`config.mk`:
```
export PLATFORM = sky130hd
export DESIGN_NAME = mux_result_fifo_flat
export DESIGN_NICKNAME = d
export VERILOG_FILES = /design/src/rtl/mux_result_fifo_if.sv /design/src/rtl/mux_result_fifo.sv /design/src/flat_wrapper.sv
export SDC_FILE = /design/constraint.sdc
export NUM_CORES = 1
export LEC_CHECK = 0
export CORE_MARGIN = 2
export CORE_UTILIZATION = 50
export CTS_CLUSTER_SIZE = 28
export DETAILED_ROUTE_END_ITERATION = 7
export HOLD_SLACK_MARGIN = 0.1
export MAX_ROUTING_LAYER = met4
export PLACE_DENSITY = 0.77
export SETUP_SLACK_MARGIN = 0.2
export SYNTH_ARGS = -nofsm -noshare
export SYNTH_HDL_FRONTEND = slang
export SYNTH_SLANG_ARGS = --single-unit
```
`constraint.sdc`:
```
create_clock -name Clk -period 3.35 [get_ports Clk]
set_clock_uncertainty 0.2 [all_clocks]
set_input_delay 0.335 -clock Clk [delete_from_list [all_inputs] [get_ports Clk]]
set_output_delay 0.335 -clock Clk [all_outputs]
set_load 0.02 [all_outputs]
```
`src/rtl/mux_result_fifo_if.sv`:
```
`default_nettype none
// ============================================================================
// Module      : mux_result_fifo_if
// Description : Handshake bundle between the mux stage, the result FIFO and
//               the downstream consumer. The FIFO side uses the slave
//               modport; the producer/consumer side uses the master modport.
// Revision    : 1.0 - initial release
// ============================================================================
interface mux_result_fifo_if #(
  parameter int WIDTH = 32
) ();

  // Write side: mux result and its valid, no backpressure to the mux.
  logic             in_val;
  logic [WIDTH-1:0] In;

  // Read side: show-ahead head entry with a valid/ready handshake.
  logic             out_val;
  logic             out_rdy;
  logic [WIDTH-1:0] Out;

  // FIFO side.
  modport slave (
    input  in_val,
    input  In,
    input  out_rdy,
    output out_val,
    output Out
  );

  // Mux / consumer side.
  modport master (
    output in_val,
    output In,
    output out_rdy,
    input  out_val,
    input  Out
  );

endinterface : mux_result_fifo_if
`default_nettype wire

```
`src/rtl/mux_result_fifo.sv`:
```
`default_nettype none
// ============================================================================
// Module      : mux_result_fifo
// Description : Show-ahead capture FIFO behind the registered 2:1 mux stage.
//               Every in_val beat is taken when there is room (or a pop frees
//               a slot in the same cycle); beats arriving into a full FIFO
//               with no pop are dropped and recorded in a sticky overflow
//               flag plus a saturating 8-bit drop counter.
// Revision    : 1.0 - initial release
// ============================================================================
module mux_result_fifo #(
  parameter int WIDTH     = 32,
  parameter int DEPTH     = 8,
  parameter int AFULL_LVL = 6
) (
  input  wire logic                   Clk,
  input  wire logic                   Reset_n,
  mux_result_fifo_if.slave            bus,
  input  wire logic                   clr_ovf,
  output logic [$clog2(DEPTH):0]      count,
  output logic                        full,
  output logic                        empty,
  output logic                        almost_full,
  output logic                        overflow,
  output logic [7:0]                  drop_cnt
);

  // Pointer width addresses DEPTH entries; the count needs one more bit to
  // represent DEPTH itself. DEPTH is a power of two so pointers wrap for free.
  localparam int               C_AW       = $clog2(DEPTH);
  localparam int               C_CW       = C_AW + 1;
  localparam logic [C_CW-1:0]  C_DEPTH    = C_CW'(DEPTH);
  localparam logic [C_CW-1:0]  C_AFULL    = C_CW'(AFULL_LVL);
  localparam logic [7:0]       C_DROP_MAX = 8'hFF;

  logic [WIDTH-1:0] r_mem [DEPTH];
  logic [C_AW-1:0]  r_wr_ptr;
  logic [C_AW-1:0]  r_rd_ptr;
  logic [C_CW-1:0]  r_count;
  logic             r_overflow;
  logic [7:0]       r_drop_cnt;

  logic             w_full;
  logic             w_empty;
  logic             w_push;
  logic             w_pop;
  logic             w_drop;

  // Flags are decoded from the registered count so they line up with it.
  assign w_full  = (r_count == C_DEPTH);
  assign w_empty = (r_count == '0);

  // A pop only happens with data present, so out_rdy is ignored when empty.
  assign w_pop  = !w_empty && bus.out_rdy;
  // A pop in the same cycle frees the slot, so a full FIFO still accepts.
  assign w_push = bus.in_val && (!w_full || w_pop);
  assign w_drop = bus.in_val && w_full && !w_pop;

  // Storage: cleared on reset so Out reads 0 afterwards; written only on push
  // so In is never sampled while in_val is low.
  always_ff @(posedge Clk or negedge Reset_n) begin
    if (!Reset_n) begin
      for (int i = 0; i < DEPTH; i++) begin
        r_mem[i] <= '0;
      end
    end else if (w_push) begin
      r_mem[r_wr_ptr] <= bus.In;
    end
  end

  // Write pointer advances on every accepted beat.
  always_ff @(posedge Clk or negedge Reset_n) begin
    if (!Reset_n) begin
      r_wr_ptr <= '0;
    end else if (w_push) begin
      r_wr_ptr <= r_wr_ptr + 1'b1;
    end
  end

  // Read pointer advances on every completed handshake.
  always_ff @(posedge Clk or negedge Reset_n) begin
    if (!Reset_n) begin
      r_rd_ptr <= '0;
    end else if (w_pop) begin
      r_rd_ptr <= r_rd_ptr + 1'b1;
    end
  end

  // Occupancy: simultaneous push and pop leave the count unchanged.
  always_ff @(posedge Clk or negedge Reset_n) begin
    if (!Reset_n) begin
      r_count <= '0;
    end else begin
      case ({w_push, w_pop})
        2'b10:   r_count <= r_count + 1'b1;
        2'b01:   r_count <= r_count - 1'b1;
        default: r_count <= r_count;
      endcase
    end
  end

  // Loss tracking: a drop takes priority over a clear in the same cycle, so
  // the beat lost that cycle is always visible afterwards.
  always_ff @(posedge Clk or negedge Reset_n) begin
    if (!Reset_n) begin
      r_overflow <= 1'b0;
      r_drop_cnt <= '0;
    end else if (w_drop) begin
      r_overflow <= 1'b1;
      if (clr_ovf) begin
        r_drop_cnt <= 8'd1;
      end else if (r_drop_cnt != C_DROP_MAX) begin
        r_drop_cnt <= r_drop_cnt + 1'b1;
      end
    end else if (clr_ovf) begin
      r_overflow <= 1'b0;
      r_drop_cnt <= '0;
    end
  end

  // Show-ahead read: head entry is presented without waiting for a pop.
  assign bus.Out     = r_mem[r_rd_ptr];
  assign bus.out_val = !w_empty;

  assign count       = r_count;
  assign full        = w_full;
  assign empty       = w_empty;
  assign almost_full = (r_count >= C_AFULL);
  assign overflow    = r_overflow;
  assign drop_cnt    = r_drop_cnt;

endmodule : mux_result_fifo
`default_nettype wire

```
`src/flat_wrapper.sv`:
```
// flat-port wrapper written by rule: the top's interface ports become plain ports
module mux_result_fifo_flat 
#(
  parameter int WIDTH     = 32,
  parameter int DEPTH     = 8,
  parameter int AFULL_LVL = 6
)
  (Clk, Reset_n, clr_ovf, count, full, empty, almost_full, overflow, drop_cnt, bus_in_val, bus_In, bus_out_rdy, bus_out_val, bus_Out);
  mux_result_fifo_if #(.WIDTH(WIDTH)) bus_i ();
  input  wire logic Clk;
  input  wire logic Reset_n;
  input  wire logic clr_ovf;
  output logic [$clog2(DEPTH):0] count;
  output logic full;
  output logic empty;
  output logic almost_full;
  output logic overflow;
  output logic [7:0] drop_cnt;
  input wire logic [$bits(bus_i.in_val)-1:0] bus_in_val;
  input wire logic [$bits(bus_i.In)-1:0] bus_In;
  input wire logic [$bits(bus_i.out_rdy)-1:0] bus_out_rdy;
  output wire logic [$bits(bus_i.out_val)-1:0] bus_out_val;
  output wire logic [$bits(bus_i.Out)-1:0] bus_Out;
  assign bus_i.in_val = bus_in_val;
  assign bus_i.In = bus_In;
  assign bus_i.out_rdy = bus_out_rdy;
  assign bus_out_val = bus_i.out_val;
  assign bus_Out = bus_i.Out;
  mux_result_fifo #(.WIDTH(WIDTH), .DEPTH(DEPTH), .AFULL_LVL(AFULL_LVL)) u_core (.Clk(Clk), .Reset_n(Reset_n), .bus(bus_i), .clr_ovf(clr_ovf), .count(count), .full(full), .empty(empty), .almost_full(almost_full), .overflow(overflow), .drop_cnt(drop_cnt));
endmodule
```
==> results of run 1 <==
-- worst min path at each step --
stage	slack, ns	startpoint	endpoint
2_1_floorplan	-0.16	Reset_n	u_core.count[0]
3_3_place_gp	0.24	Reset_n	u_core.r_mem[185]
3_5_place_dp	0.24	Reset_n	u_core.r_mem[153]
4_1_cts	0.26	Reset_n	u_core.r_mem[153]
5_1_grt	0.27	Reset_n	u_core.r_mem[25]
6_report	0.22	Reset_n	u_core.r_mem[25]
-- cells by family (layout without fill, tap and decap cells) --
kind of cell / Yosys count / count (layout) / synth area share [%]
mux: 356 / 356 / 38.6
flops: 275 / 275 / 53.8
simple gates: 44 / 44 / 2.64
buf+inv: 58 / 175 / 2.79
compound gates: 19 / 19 / 0.998
xor+xnor: 9 / 9 / 0.616
fa+ha+maj: 6 / 6 / 0.587
-- flip-flops by register name, indices dropped and copies added, names as in the netlist --
| name | flops |
|---|---|
| u_core.drop_cnt | 8 |
| u_core.r_rd_ptr | 3 |
| u_core.overflow | 1 |
| u_core.r_mem | 256 |
| u_core.r_wr_ptr | 3 |
| u_core.count | 4 |
-- cell usage after synthesis (3+ instances only) --
| cell | instances | area share (%) |
|---|---|---|
| buf_6 | 11 | 0.97 |
| mux4_2 | 64 | 11 |
| buf_4 | 9 | 0.53 |
| nor2_1 | 5 | 0.15 |
| xnor2_1 | 3 | 0.21 |
| nand4_1 | 3 | 0.15 |
| o21ai_0 | 4 | 0.16 |
| mux2_4 | 55 | 6.5 |
| a21oi_1 | 6 | 0.23 |
| mux2_2 | 223 | 20 |
| or4_1 | 3 | 0.18 |
| ha_1 | 6 | 0.59 |
| nand3_1 | 5 | 0.20 |
| buf_2 | 18 | 0.70 |
| dfrtp_1 | 275 | 54 |
| nand2_1 | 6 | 0.18 |
| xor2_1 | 6 | 0.41 |
| inv_1 | 6 | 0.18 |
| mux2_1 | 13 | 1.1 |
| buf_1 | 3 | 0.088 |
| clkbuf_1 | 11 | 0.32 |
| nand4b_4 | 3 | 0.56 |
-- power breakdown --
group          switching, mW  internal [mW]  total, mW
logic                   2.77           4.31       7.08
clock network           1.29           1.94       3.22
registers               1.03           4.98       6.01
total                   5.09           11.2       16.3
-- through the flow --
step	instances	total power [mW]	worst slack [ns]	area, µm²
6_report	1214	16.3	0.270	15100
5_1_grt	1214	17.2	0.201	15100
4_1_cts	1213	16.4	0.152	15100
3_5_place_dp	1157	13.3	0.480	14100
3_3_place_gp	1157	13.1	0.482	14100
2_1_floorplan	767	11.0	0.479	12800
-- worst max-delay path: cells and delay by family (launching register included) --
| family | cells | cell delay [ns] |
|---|---|---|
| buf+inv | 2 | 0.76 |
| flops | 1 | 0.48 |
| mux | 2 | 0.77 |
-- routing by layer --
layer / track usage, % / part of all wire [%] / routed length, µm
met1: 28.9 / 46 / 12100
met2: 33.6 / 49 / 12700
met3: 2.93 / 3.4 / 891
met4: 4.82 / 1.8 / 473
met5: - / 0 / 0
-- cell usage in the layout, fill, tap and decap left out, drive strengths merged, types with 2 or more instances in the layout --
cell type	count
dlymetal6s2s	3
clkinv	5
o21ai	4
o31ai	2
clkdlybuf4s50	60
a21oi	6
dlygate4sd2	21
dfrtp	275
bufinv	2
mux2	291
nand4	3
clkbuf	43
mux4	64
xor2	6
nor3b	3
nand2	6
nor3	2
and4	2
nand4b	3
ha	6
and2	2
xnor2	3
nand3	6
nand3b	2
inv	7
nor2	6
buf	32
or4	4
-- repair_timing --
item | 4_1_cts | 5_1_grt
hold buffers | 1 | 0
cloned | 0 | 1
endpoints found under the setup margin | 32 | 11
hold endpoints to repair | 95 | 0
gates resized for setup | 23 | 3
setup buffers | 4 | 0
-- layout make-up --
class,count,area (µm²)
clock inverter,9,108
inverter,6,22.5
multi-input combinational,434,5560
fill,1878,10000
timing repair buffer,118,1270
clock buffer,42,865
sequential,275,6890
tap,330,413
==> metrics.md, run 1 <==
| Metric | Value |
|---|---|
| Starting Density | 50.8% |
| Fin. max-slew vios | 0 |
| Per-cell routed wire length | 21.6 µm |
| Startpoint types | flop |
| Port Buffer Count | 85 |
| Fin crit share | 91.9% |
| Yosys warns | 0 |
| CP peak stage delay | 0.55 ns |
| Fmax | 0.325 GHz |
| Worst r2r dst | u_core.count[2] |
| Worst Path Required | 2.81 ns |
| Peak supply drop | 0.702 mV |
| Initial drt markers | 356 |
| Grt ovf | 0 |
| Max Cap Violations | 0 |
| Mapped Cells | 767 |
| # IOs | 86 |
| Setup crit end kind | primary output |
| Leakage Power | 6.66 nW |
| Root buffer cell | clkbuf_16 |
| Final setup TNS | 0 ns |
| Initial antenna violation count | 0 |
| Mapped Avg Cell Area | 16.7 µm² |
| CORE AREA | 0.0252 mm² |
| Inserted Diodes | 0 |
| Normalized max-slew margin | 46.9% |
| Die height | 164 µm |
| CTS Buf Count | 28 |
| Worst-path clk slew | 0.06 ns |
| Finished Core Util | 60.1% |
| Status | finished, final reports clean |
| Max H-tree Level | 1 |
| Crit Path Category | flop to primary output |
| Hold WS | 0.224 ns |
| Critical path, cell by cell | clkbuf_16 > mux4_2 > mux2_2 > clkdlybuf4s50_1 |
| Worst R2R Setup Slack | 0.52 ns |
| Post-Syn Area | 0.0128 mm² |
| Area growth, synth to finish | 18.3% |
| Critical path arrival | 2.54 ns |
| Slowest CP cell | clkdlybuf4s50_1 |
| Maximum fanout along the worst path | 11 |
| Vias in the first global route | 7577 |
| Die W | 164 µm |
| Clk sink count | 275 |
| Clock tree buffer depth | 3 |
| Vias per inst | 5.70 |
| Share of cells above drive strength 1 | 49.7% |
| RSZ-0062 raised after global routing | false |
| Post-synth EDFFs | 0 |
| Clock latency on the worst-skew pair | 0.53 ns |
| Sequential area share after synthesis | 53.8% |
| Capture point of the worst path | bus_Out[27] |
| Post-synth cell types | 46 |
| Power Dens Cells | 1080 mW/mm² |
| Critical Path Start | u_core.r_rd_ptr[0] |
| Antenna-violating nets left | 0 |
| Drt drc | 0 |
| R2R Path Start | u_core.count[2] |
| Synth Flop Type | dfrtp_1 |
| Total Wirelength | 26200 µm |
| Largest net degree at the start of global routing | 101 |
| Setup Viol. Count Final | 0 |
| Nets | 906 |
| DIE AREA | 0.0269 mm² |
| CTS tree | yes |
| First-pass GRT wire length | 42600 µm |
| Dpl hpwl | 15700 µm |
| Total track usage | 21.0% |
| Min Tclk post-route | 3.08 ns |
| Synth Net Count | 810 |
| Async SR Flop Fraction | 100% |
| GP Congestion | 0.746 |
| DR vias | 6918 |
| TritonRoute pass-1 iters | 4 |
| #FFs+latches synth | 275 |
| Hold crit path type | primary input to async pin |
| Final Hold Vio Count | 0 |
| Num rows | 58 |
| Worst R2R Path Depth | 9 |
| Slew of the pin with the lowest slew margin | 0.796 ns |
Power figures use the tool's default switching activity.
==> run 2, diff against run 1 <==
--- a/config.mk
+++ b/config.mk
@@ -10,7 +10,6 @@
 export CTS_CLUSTER_SIZE = 28
 export DETAILED_ROUTE_END_ITERATION = 7
 export HOLD_SLACK_MARGIN = 0.1
-export MAX_ROUTING_LAYER = met4
 export PLACE_DENSITY = 0.77
 export SETUP_SLACK_MARGIN = 0.2
 export SYNTH_ARGS = -nofsm -noshare
==> run 2 against run 1 <==
Effect of this change: clock power about the same; critical path depth stayed put; non-clock buffer count did not move; die area stayed put; hold slack got worse by 0.0018 ns; worst setup slack lost 0.0024 ns; first-iteration DRC count is 13% higher; final area unchanged; global-route usage shrank 0.63 points; combinational power about the same; largest power group unchanged; sequential share of layout area unchanged.
==> metrics.md, run 2 (synthesis results as in run 1) <==
| Metric | Value |
|---|---|
| Initial drt markers | 402 |
| Psw | 5.10 mW |
| Per-cell routed wire length | 21.6 µm |
| Total track usage | 20.4% |
| Most common cell after layout, fill and taps aside | dfrtp_1 |
| Finished Core Util | 60.1% |
| Slowest CP cell | clkdlybuf4s50_1 |
| Port Buffer Count | 85 |
| Num rows | 58 |
| Critical path, cell by cell | buf_12 > mux4_2 > mux2_2 > clkdlybuf4s50_1 |
| CTS Buf Count | 28 |
| Antenna-violating nets left | 0 |
| Flop pwr share | 36.8% |
| Total Wirelength | 26200 µm |
| Inserted Diodes | 0 |
| Leakage Power | 6.66 nW |
| Worst Path Required | 2.81 ns |
| Post-Layout Cell Count | 1214 |
| Max Cap Violations | 0 |
| Die W | 164 µm |
| Crit Path Category | flop to primary output |
| Final setup TNS | 0 ns |
| RSZ-0062 raised after global routing | false |
| Setup Viol. Count Final | 0 |
| Maximum fanout along the worst path | 11 |
| CTS tree | yes |
| Largest net degree at the start of global routing | 101 |
| Peak supply drop | 0.702 mV |
| Power Dens Cells | 1080 mW/mm² |
| # IOs | 86 |
| Clk sink count | 275 |
| Starting Density | 50.8% |
| Share of cells above drive strength 1 | 49.7% |
| Critical path arrival | 2.55 ns |
| Clock tree buffer depth | 3 |
| Hold crit path type | primary input to async pin |
| GP Congestion | 0.737 |
| Largest register by flop count | u_core.r_mem |
| Worst-path clk slew | 0.06 ns |
| Die height | 164 µm |
| Dpl cells | 1157 |
| Area growth, synth to finish | 18.3% |
| DIE AREA | 0.0269 mm² |
| CP peak stage delay | 0.54 ns |
| Max H-tree Level | 1 |
| Startpoint types | flop |
| Initial antenna violation count | 0 |
| Setup crit end kind | primary output |
| Slew of the pin with the lowest slew margin | 0.791 ns |
| Fin. max-slew vios | 0 |
| Switching share of power | 31.2% |
| Vias in the first global route | 7572 |
| Dpl hpwl | 15700 µm |
| Max reg flops | 256 |
| DR vias | 6913 |
| Commonest cells after routing, fill and taps aside | dfrtp_1 (272), mux2_2 (223), mux4_2 (64) |
| Clk pwr share | 19.8% |
| Status | finished, final reports clean |
| Min Tclk post-route | 3.08 ns |
| Clock latency on the worst-skew pair | 0.54 ns |
| Fmax | 0.324 GHz |
| Nets | 906 |
| Cell Int Power | 11.2 mW |
| CORE AREA | 0.0252 mm² |
| Root buffer cell | clkbuf_16 |
| Grt ovf | 0 |
| Final Hold Vio Count | 0 |
| Vias per inst | 5.69 |
| TritonRoute pass-1 iters | 4 |
| Drt drc | 0 |
| Comb pwr share | 43.4% |
| First-pass GRT wire length | 42600 µm |
| Normalized max-slew margin | 47.2% |
| Fin crit share | 92.0% |
## run 2: cell counts in the layout (fill, tap and decap cells not counted)
Identical to the previous run, type by type.
## run 2: worst paths after layout
kind / endpoint / cells past startpoint / slack [ns] / startpoint
max in group asynchronous: u_core.r_mem[116] / 3 / 1.89 / Reset_n
setup reg to reg: u_core.count[2] / 9 / 0.52 / u_core.count[2]
setup / recovery: bus_Out[0] / 4 / 0.27 / u_core.r_rd_ptr[0]
hold / removal: u_core.r_mem[25] / 2 / 0.22 / Reset_n
min in group Clk: u_core.r_mem[74] / 1 / 0.29 / u_core.r_mem[74]
hold reg to reg: u_core.r_mem[74] / 1 / 0.29 / u_core.r_mem[74]
## run 2: critical path: cells and delay by family, from the launching register on
family | cells | cell delay [ns]
buffers and inverters | 2 | 0.71
muxes | 2 | 0.81
DFF | 1 | 0.48
## run 2: power by group through the flow
stage | Sequential, mW | Combinational (mW) | Clock, mW
6_report | 6.01 | 7.08 | 3.22
5_1_grt | 6.20 | 7.58 | 3.44
4_1_cts | 5.99 | 7.16 | 3.28
3_5_place_dp | 6.09 | 7.20 | 0
3_3_place_gp | 6.02 | 7.07 | 0
2_1_floorplan | 5.56 | 5.42 | 0
## run 2: timing repair
| item | CTS | global route |
|---|---|---|
| hold buffers | 1 | 0 |
| endpoints found under the setup margin | 32 | 11 |
| gates cloned | 0 | 1 |
| resized for setup | 23 | 3 |
| setup buffers | 4 | 0 |
| endpoints found under the hold margin | 95 | 0 |
## run 2: through the flow
step | power (mW) | hold slack [ns] | area, µm² | worst slack (ns)
after floorplan | 11.0 | -0.161 | 12800 | 0.479
after global placement | 13.1 | 0.239 | 14100 | 0.482
after detailed placement | 13.3 | 0.238 | 14100 | 0.480
after CTS | 16.4 | 0.264 | 15100 | 0.152
after global routing | 17.2 | 0.274 | 15100 | 0.201
final | 16.3 | 0.222 | 15100 | 0.268
## run 2: final cells by class
class	instances	area (µm²)
clock inverter	9	108
clock buffer	42	865
multi-input combinational	434	5560
inverter	6	22.5
sequential	275	6890
fill	1878	10000
tap	330	413
timing repair buffer	118	1270
## run 2: per-layer routing
layer  GRT usage [%]  up-vias  share of wire (%)
met4            4.82        0                1.9
met5               0        -                  0
met3            2.95       42                3.5
met2            33.5      116                 49
met1            28.9     3690                 46
li1                -     3065                  -
